--- src/rtl/alu_operand_stage_pkg.sv ---
// Shared definitions for the ALU operand stage: default geometry and
// op_b source-select encodings.
package alu_operand_stage_pkg;

    localparam int DATA_W_DEFAULT     = 64;
    localparam int REG_ADDR_W_DEFAULT = 5;
    localparam int NUM_FWD_DEFAULT    = 2;

    localparam logic [1:0] SRC_REG  = 2'b00;
    localparam logic [1:0] SRC_IMM  = 2'b01;
    localparam logic [1:0] SRC_PC   = 2'b10;
    localparam logic [1:0] SRC_ZERO = 2'b11;

    // A source may forward only to a real (non-x0) register it actually writes.
    function automatic logic fwd_eligible(input logic fwd_v, input logic addr_eq, input logic rs_nonzero);
        return fwd_v & addr_eq & rs_nonzero;
    endfunction

endpackage

--- src/rtl/alu_operand_stage_fwd_select.sv ---
// Priority forwarding selector: the youngest (lowest index) matching
// downstream stage supplies the operand, otherwise the register file does.
module alu_operand_stage_fwd_select
    import alu_operand_stage_pkg::*;
#(
    parameter int DATA_W     = DATA_W_DEFAULT,
    parameter int REG_ADDR_W = REG_ADDR_W_DEFAULT,
    parameter int NUM_FWD    = NUM_FWD_DEFAULT
) (
    input  logic [REG_ADDR_W-1:0]         i_rs_addr,
    input  logic [DATA_W-1:0]             i_reg,
    input  logic [NUM_FWD-1:0]            i_fwd_valid,
    input  logic [NUM_FWD*REG_ADDR_W-1:0] i_fwd_addr,
    input  logic [NUM_FWD*DATA_W-1:0]     i_fwd_data,
    output logic [DATA_W-1:0]             o_data,
    output logic [NUM_FWD-1:0]            o_hit
);

    logic rs_nonzero;
    logic found;

    assign rs_nonzero = (i_rs_addr != {REG_ADDR_W{1'b0}});

    // Scan from youngest to oldest; the first eligible match locks the result.
    always_comb begin
        o_data = i_reg;
        o_hit  = {NUM_FWD{1'b0}};
        found  = 1'b0;
        for (int k = 0; k < NUM_FWD; k++) begin
            if (!found && fwd_eligible(i_fwd_valid[k],
                                       i_fwd_addr[k*REG_ADDR_W +: REG_ADDR_W] == i_rs_addr,
                                       rs_nonzero)) begin
                found    = 1'b1;
                o_data   = i_fwd_data[k*DATA_W +: DATA_W];
                o_hit[k] = 1'b1;
            end else begin
                found = found;
            end
        end
    end

endmodule

--- src/rtl/alu_operand_stage.sv ---
// ALU op_b operand stage: source mux with forwarding, registered in a
// one-entry valid/ready slot between decode and the ALU.
module alu_operand_stage
    import alu_operand_stage_pkg::*;
#(
    parameter int DATA_W     = DATA_W_DEFAULT,
    parameter int REG_ADDR_W = REG_ADDR_W_DEFAULT,
    parameter int NUM_FWD    = NUM_FWD_DEFAULT
) (
    input  logic                          clk,
    input  logic                          rst_n,
    input  logic                          i_valid,
    output logic                          o_ready,
    input  logic [1:0]                    i_src_sel,
    input  logic [REG_ADDR_W-1:0]         i_rs_addr,
    input  logic [DATA_W-1:0]             i_reg,
    input  logic [DATA_W-1:0]             i_imm,
    input  logic [DATA_W-1:0]             i_pc,
    input  logic [NUM_FWD-1:0]            i_fwd_valid,
    input  logic [NUM_FWD*REG_ADDR_W-1:0] i_fwd_addr,
    input  logic [NUM_FWD*DATA_W-1:0]     i_fwd_data,
    input  logic                          i_flush,
    output logic                          o_valid,
    input  logic                          i_ready,
    output logic [DATA_W-1:0]             o_alu_b,
    output logic [NUM_FWD-1:0]            o_fwd_hit
);

    logic [DATA_W-1:0]  fwd_data;
    logic [NUM_FWD-1:0] fwd_hit;
    logic [DATA_W-1:0]  sel_data;
    logic [NUM_FWD-1:0] sel_hit;
    logic               load;

    logic               valid_q, valid_d;
    logic [DATA_W-1:0]  alu_b_q, alu_b_d;
    logic [NUM_FWD-1:0] hit_q,   hit_d;

    alu_operand_stage_fwd_select #(
        .DATA_W     (DATA_W),
        .REG_ADDR_W (REG_ADDR_W),
        .NUM_FWD    (NUM_FWD)
    ) u_fwd_select (
        .i_rs_addr   (i_rs_addr),
        .i_reg       (i_reg),
        .i_fwd_valid (i_fwd_valid),
        .i_fwd_addr  (i_fwd_addr),
        .i_fwd_data  (i_fwd_data),
        .o_data      (fwd_data),
        .o_hit       (fwd_hit)
    );

    // Source mux; only the register path can report a forwarding hit.
    always_comb begin
        sel_data = {DATA_W{1'b0}};
        sel_hit  = {NUM_FWD{1'b0}};
        case (i_src_sel)
            SRC_REG: begin
                sel_data = fwd_data;
                sel_hit  = fwd_hit;
            end
            SRC_IMM:  sel_data = i_imm;
            SRC_PC:   sel_data = i_pc;
            SRC_ZERO: sel_data = {DATA_W{1'b0}};
            default:  sel_data = {DATA_W{1'b0}};
        endcase
    end

    assign o_ready = !valid_q || i_ready;
    assign load    = i_valid && o_ready && !i_flush;

    // Next state: capture once on load; data and hit hold otherwise.
    always_comb begin
        valid_d = valid_q;
        alu_b_d = alu_b_q;
        hit_d   = hit_q;
        if (load) begin
            valid_d = 1'b1;
            alu_b_d = sel_data;
            hit_d   = sel_hit;
        end else if (i_flush || i_ready) begin
            valid_d = 1'b0;
        end else begin
            valid_d = valid_q;
        end
    end

    // Pipeline register with asynchronous clear.
    always_ff @(posedge clk or negedge rst_n) begin
        if (!rst_n) begin
            valid_q <= 1'b0;
            alu_b_q <= {DATA_W{1'b0}};
            hit_q   <= {NUM_FWD{1'b0}};
        end else begin
            valid_q <= valid_d;
            alu_b_q <= alu_b_d;
            hit_q   <= hit_d;
        end
    end

    assign o_valid   = valid_q;
    assign o_alu_b   = alu_b_q;
    assign o_fwd_hit = hit_q;

endmodule

--- config.mk ---
export PLATFORM = sky130hd
export DESIGN_NAME = alu_operand_stage
export DESIGN_NICKNAME = d
export VERILOG_FILES = /design/src/rtl/alu_operand_stage_pkg.sv /design/src/rtl/alu_operand_stage_fwd_select.sv /design/src/rtl/alu_operand_stage.sv
export SDC_FILE = /design/constraint.sdc
export NUM_CORES = 1
export LEC_CHECK = 0
export BUFFER_PORTS_ARGS = -buffer_cell sky130_fd_sc_hd__buf_2
export CORE_AREA = 10 10 150 152
export CTS_CLUSTER_SIZE = 25
export DETAILED_ROUTE_END_ITERATION = 12
export DIE_AREA = 0 0 160 162
export PLACE_DENSITY = 0.61
export SKIP_CTS_REPAIR_TIMING = 1
export SYNTH_ARGS = -nofsm -noshare
export SYNTH_HDL_FRONTEND = slang
export SYNTH_SLANG_ARGS = --single-unit
--- constraint.sdc ---
create_clock -name clk -period 2.17 [get_ports clk]
set_clock_uncertainty 0.2 [all_clocks]
set_input_delay 0.651 -clock clk [delete_from_list [all_inputs] [get_ports clk]]
set_output_delay 0.651 -clock clk [all_outputs]
set_load 0.01 [all_outputs]
==> run metrics <==
leakage 3.604 nW; critical path class in -> reg; sequential fraction of design power 33.7%; initial drt markers 496; number of port buffers 411; post-synth top area cell dfrtp_1; Syn Nets 906; grt ovf 0; R2R cell count 7; Core Region 19400 µm²; Final setup viols 26; Worst Setup Start Kind input pin; Fin. Hold Viols 0; max cap viols 0; non-filler instance count after layout 1247; Row Count 51; Tightest Pin Transition 0.8036 ns; EDFF count, synth 0; combinational power share 30.6%; largest cells by area after synthesis dfrtp_1 (36%), a31oi_1 (17%), a221o_1 (13%); clk slew on worst S/H paths 0.06 ns; Starting Density 24.13%; Die Wd 160 µm; GRT busiest layer met2; via/cell ratio 5.451; slew margin rel. 46.31%; internal power 3.201 mW; cells along the critical path buf_6, or4_4, o211ai_4, or2_4, buf_12, clkbuf_16, nand4_1, a31oi_1; Max Fclk 0.4514 GHz; crit end category flip-flop; fin crit share 102.1%; vias after detailed routing 6798; clock root buffer master clkbuf_16; clock share of power 35.6%; largest net degree at the start of global routing 69; Top Ports 412; total power 4.652 mW; RR Endpoint o_alu_b[29]; H-tree depth 3; P_sw 1.451 mW; post-layout net count 1318; failing checks setup timing; WP data required 2.21 ns; final wirelength 28.22 mm; asr flop ratio synth 100.0%; first-pass GRT wire length 40.82 mm; CP max FO 5; Detail Placement HPWL 21.69 mm; layout cells sized above 1 52.30%; drt drc 0; Clock Latency Late Sink 0.32 ns; CTS tree yes; Post-Synthesis Cells 562; Post-Place Cells 1218; GRT met1 Usage 21.88%; Ys Warns 0; Final ANT Viol Nets 0; Max Slew Vio Count 0; syn_area_per_cell 8.329 µm²; sw frac 31.18%; GPL Wtd Cong 0.9235; Commonest cells post-synth a31oi_1 (126), nor2_1 (69), dfrtp_1 (67); number of global-route vias before repair 7113; count leader, synth a31oi_1; met3 usage 7.609%; global router's overall resource usage 19.66%; number of clock sinks 67; Die Ht 162 µm; Main synth FF type dfrtp_1; Yosys reg bits 67; maximum vdd drop 0.0003445 V; Final min period 2.216 ns; RSZ-0062 raised after global routing true; antenna violations before repair 2; status complete, but fails checks; CP max stage delay 0.55 ns; post-synthesis cell area 4681 µm²; sequential share of the synthesized area 35.82%; wire length per cell 22.63 µm; die area 25920 µm²; Slowest cell on crit path or4_4; routing usage on met2 32.45%; drt first pass iters 5; Num CTS Buffers 9; Hold WC Path Type in -> async; Crit path arrival time 2.25 ns; setup slack, reg-to-reg 0.18 ns; Synth top area share 35.82%; Distinct cells, synth 28; clock buffer depth 2; PD cells 583.3 nW/µm²; worst setup margin -0.04557 ns; Synth-to-Final Area Change 70.38%; reg2reg start o_valid
## worst max path at each step
| stage | from | to | slack, ns | cells past startpoint |
|---|---|---|---|---|
| after floorplan | i_rs_addr[3] | o_alu_b[33] | -0.09 | 7 |
| after global placement | i_rs_addr[3] | o_alu_b[29] | -0.40 | 7 |
| after detailed placement | i_rs_addr[3] | o_alu_b[29] | -0.42 | 7 |
| after CTS | i_rs_addr[3] | o_alu_b[29] | -0.07 | 7 |
| after global routing | i_rs_addr[3] | o_alu_b[53] | -0.09 | 7 |
| final | i_rs_addr[3] | o_alu_b[28] | -0.05 | 8 |
## flip-flops by register name, summed over array words and instances, names as in the netlist
signal,flops
o_fwd_hit,2
o_valid,1
o_alu_b,64
## cell type report
cell class / instances / area (µm²)
clock inverters: 4 / 72.57
repair buffers: 476 / 2869
clock buffers: 12 / 256.5
flip-flops and latches: 67 / 1677
inverters: 2 / 7.507
well taps: 265 / 331.6
fillers: 2064 / 11420
diodes: 3 / 7.507
multi-input cells: 418 / 2754
## cell families after synthesis
family                    share of synthesized area [%]
xor gates and xnor gates                          1.871
AOI/OAI and AO/OA                                 31.78
DFF                                               35.82
and+or+nand+nor                                   22.72
buffers and inverters                             7.805
## cells in the final DEF, fill, tap and decap left out, types with 4 or more instances in the layout
master,count
buf_4,41
nand3_1,62
buf_12,21
nor2_1,66
nand4_1,65
a31oi_1,123
xnor2_1,8
dfrtp_1,67
nand2_1,4
clkbuf_16,11
a221o_1,63
buf_2,408
## power groups by stage
stage / Combinational, mW / Sequential (mW) / Clock, mW
finish: 1.43 / 1.57 / 1.66
global route: 1.56 / 1.60 / 1.76
CTS: 1.40 / 1.57 / 1.71
detailed placement: 1.40 / 1.59 / 0
global placement: 1.39 / 1.58 / 0
floorplan: 0.462 / 1.68 / 0
## worst max-delay path: cells and delay by family
kind,cells,cell delay (ns)
AO/OA/AOI/OAI,2,0.40
buffers and inverters,3,0.36
AND/OR/NAND/NOR,3,0.83
## stage by stage
| stage | utilization [%] | instance area, µm² | hold WS (ns) | setup TNS [ns] | setup slack (ns) |
|---|---|---|---|---|---|
| floorplan | - | 4712 | 0.1554 | -4.997 | -0.09364 |
| global placement | 38.19 | 7408 | 0.2535 | -21.16 | -0.4031 |
| detailed placement | 38.19 | 7408 | 0.2574 | -22.34 | -0.4174 |
| CTS | 39.89 | 7737 | 0.1257 | -0.2080 | -0.07038 |
| global route | 41.10 | 7973 | 0.1268 | -3.475 | -0.09286 |
| finish | 41.11 | 7975 | 0.1113 | -0.3447 | -0.04557 |
## per-layer routing
layer  share of wire (%)  vias to the layer above
met2                  48                      422
met4                 3.8                        0
met5                   0                        -
met3                 9.5                       70
met1                  38                     3190
li1                    -                     3116
(Power assumes the default switching activity.)
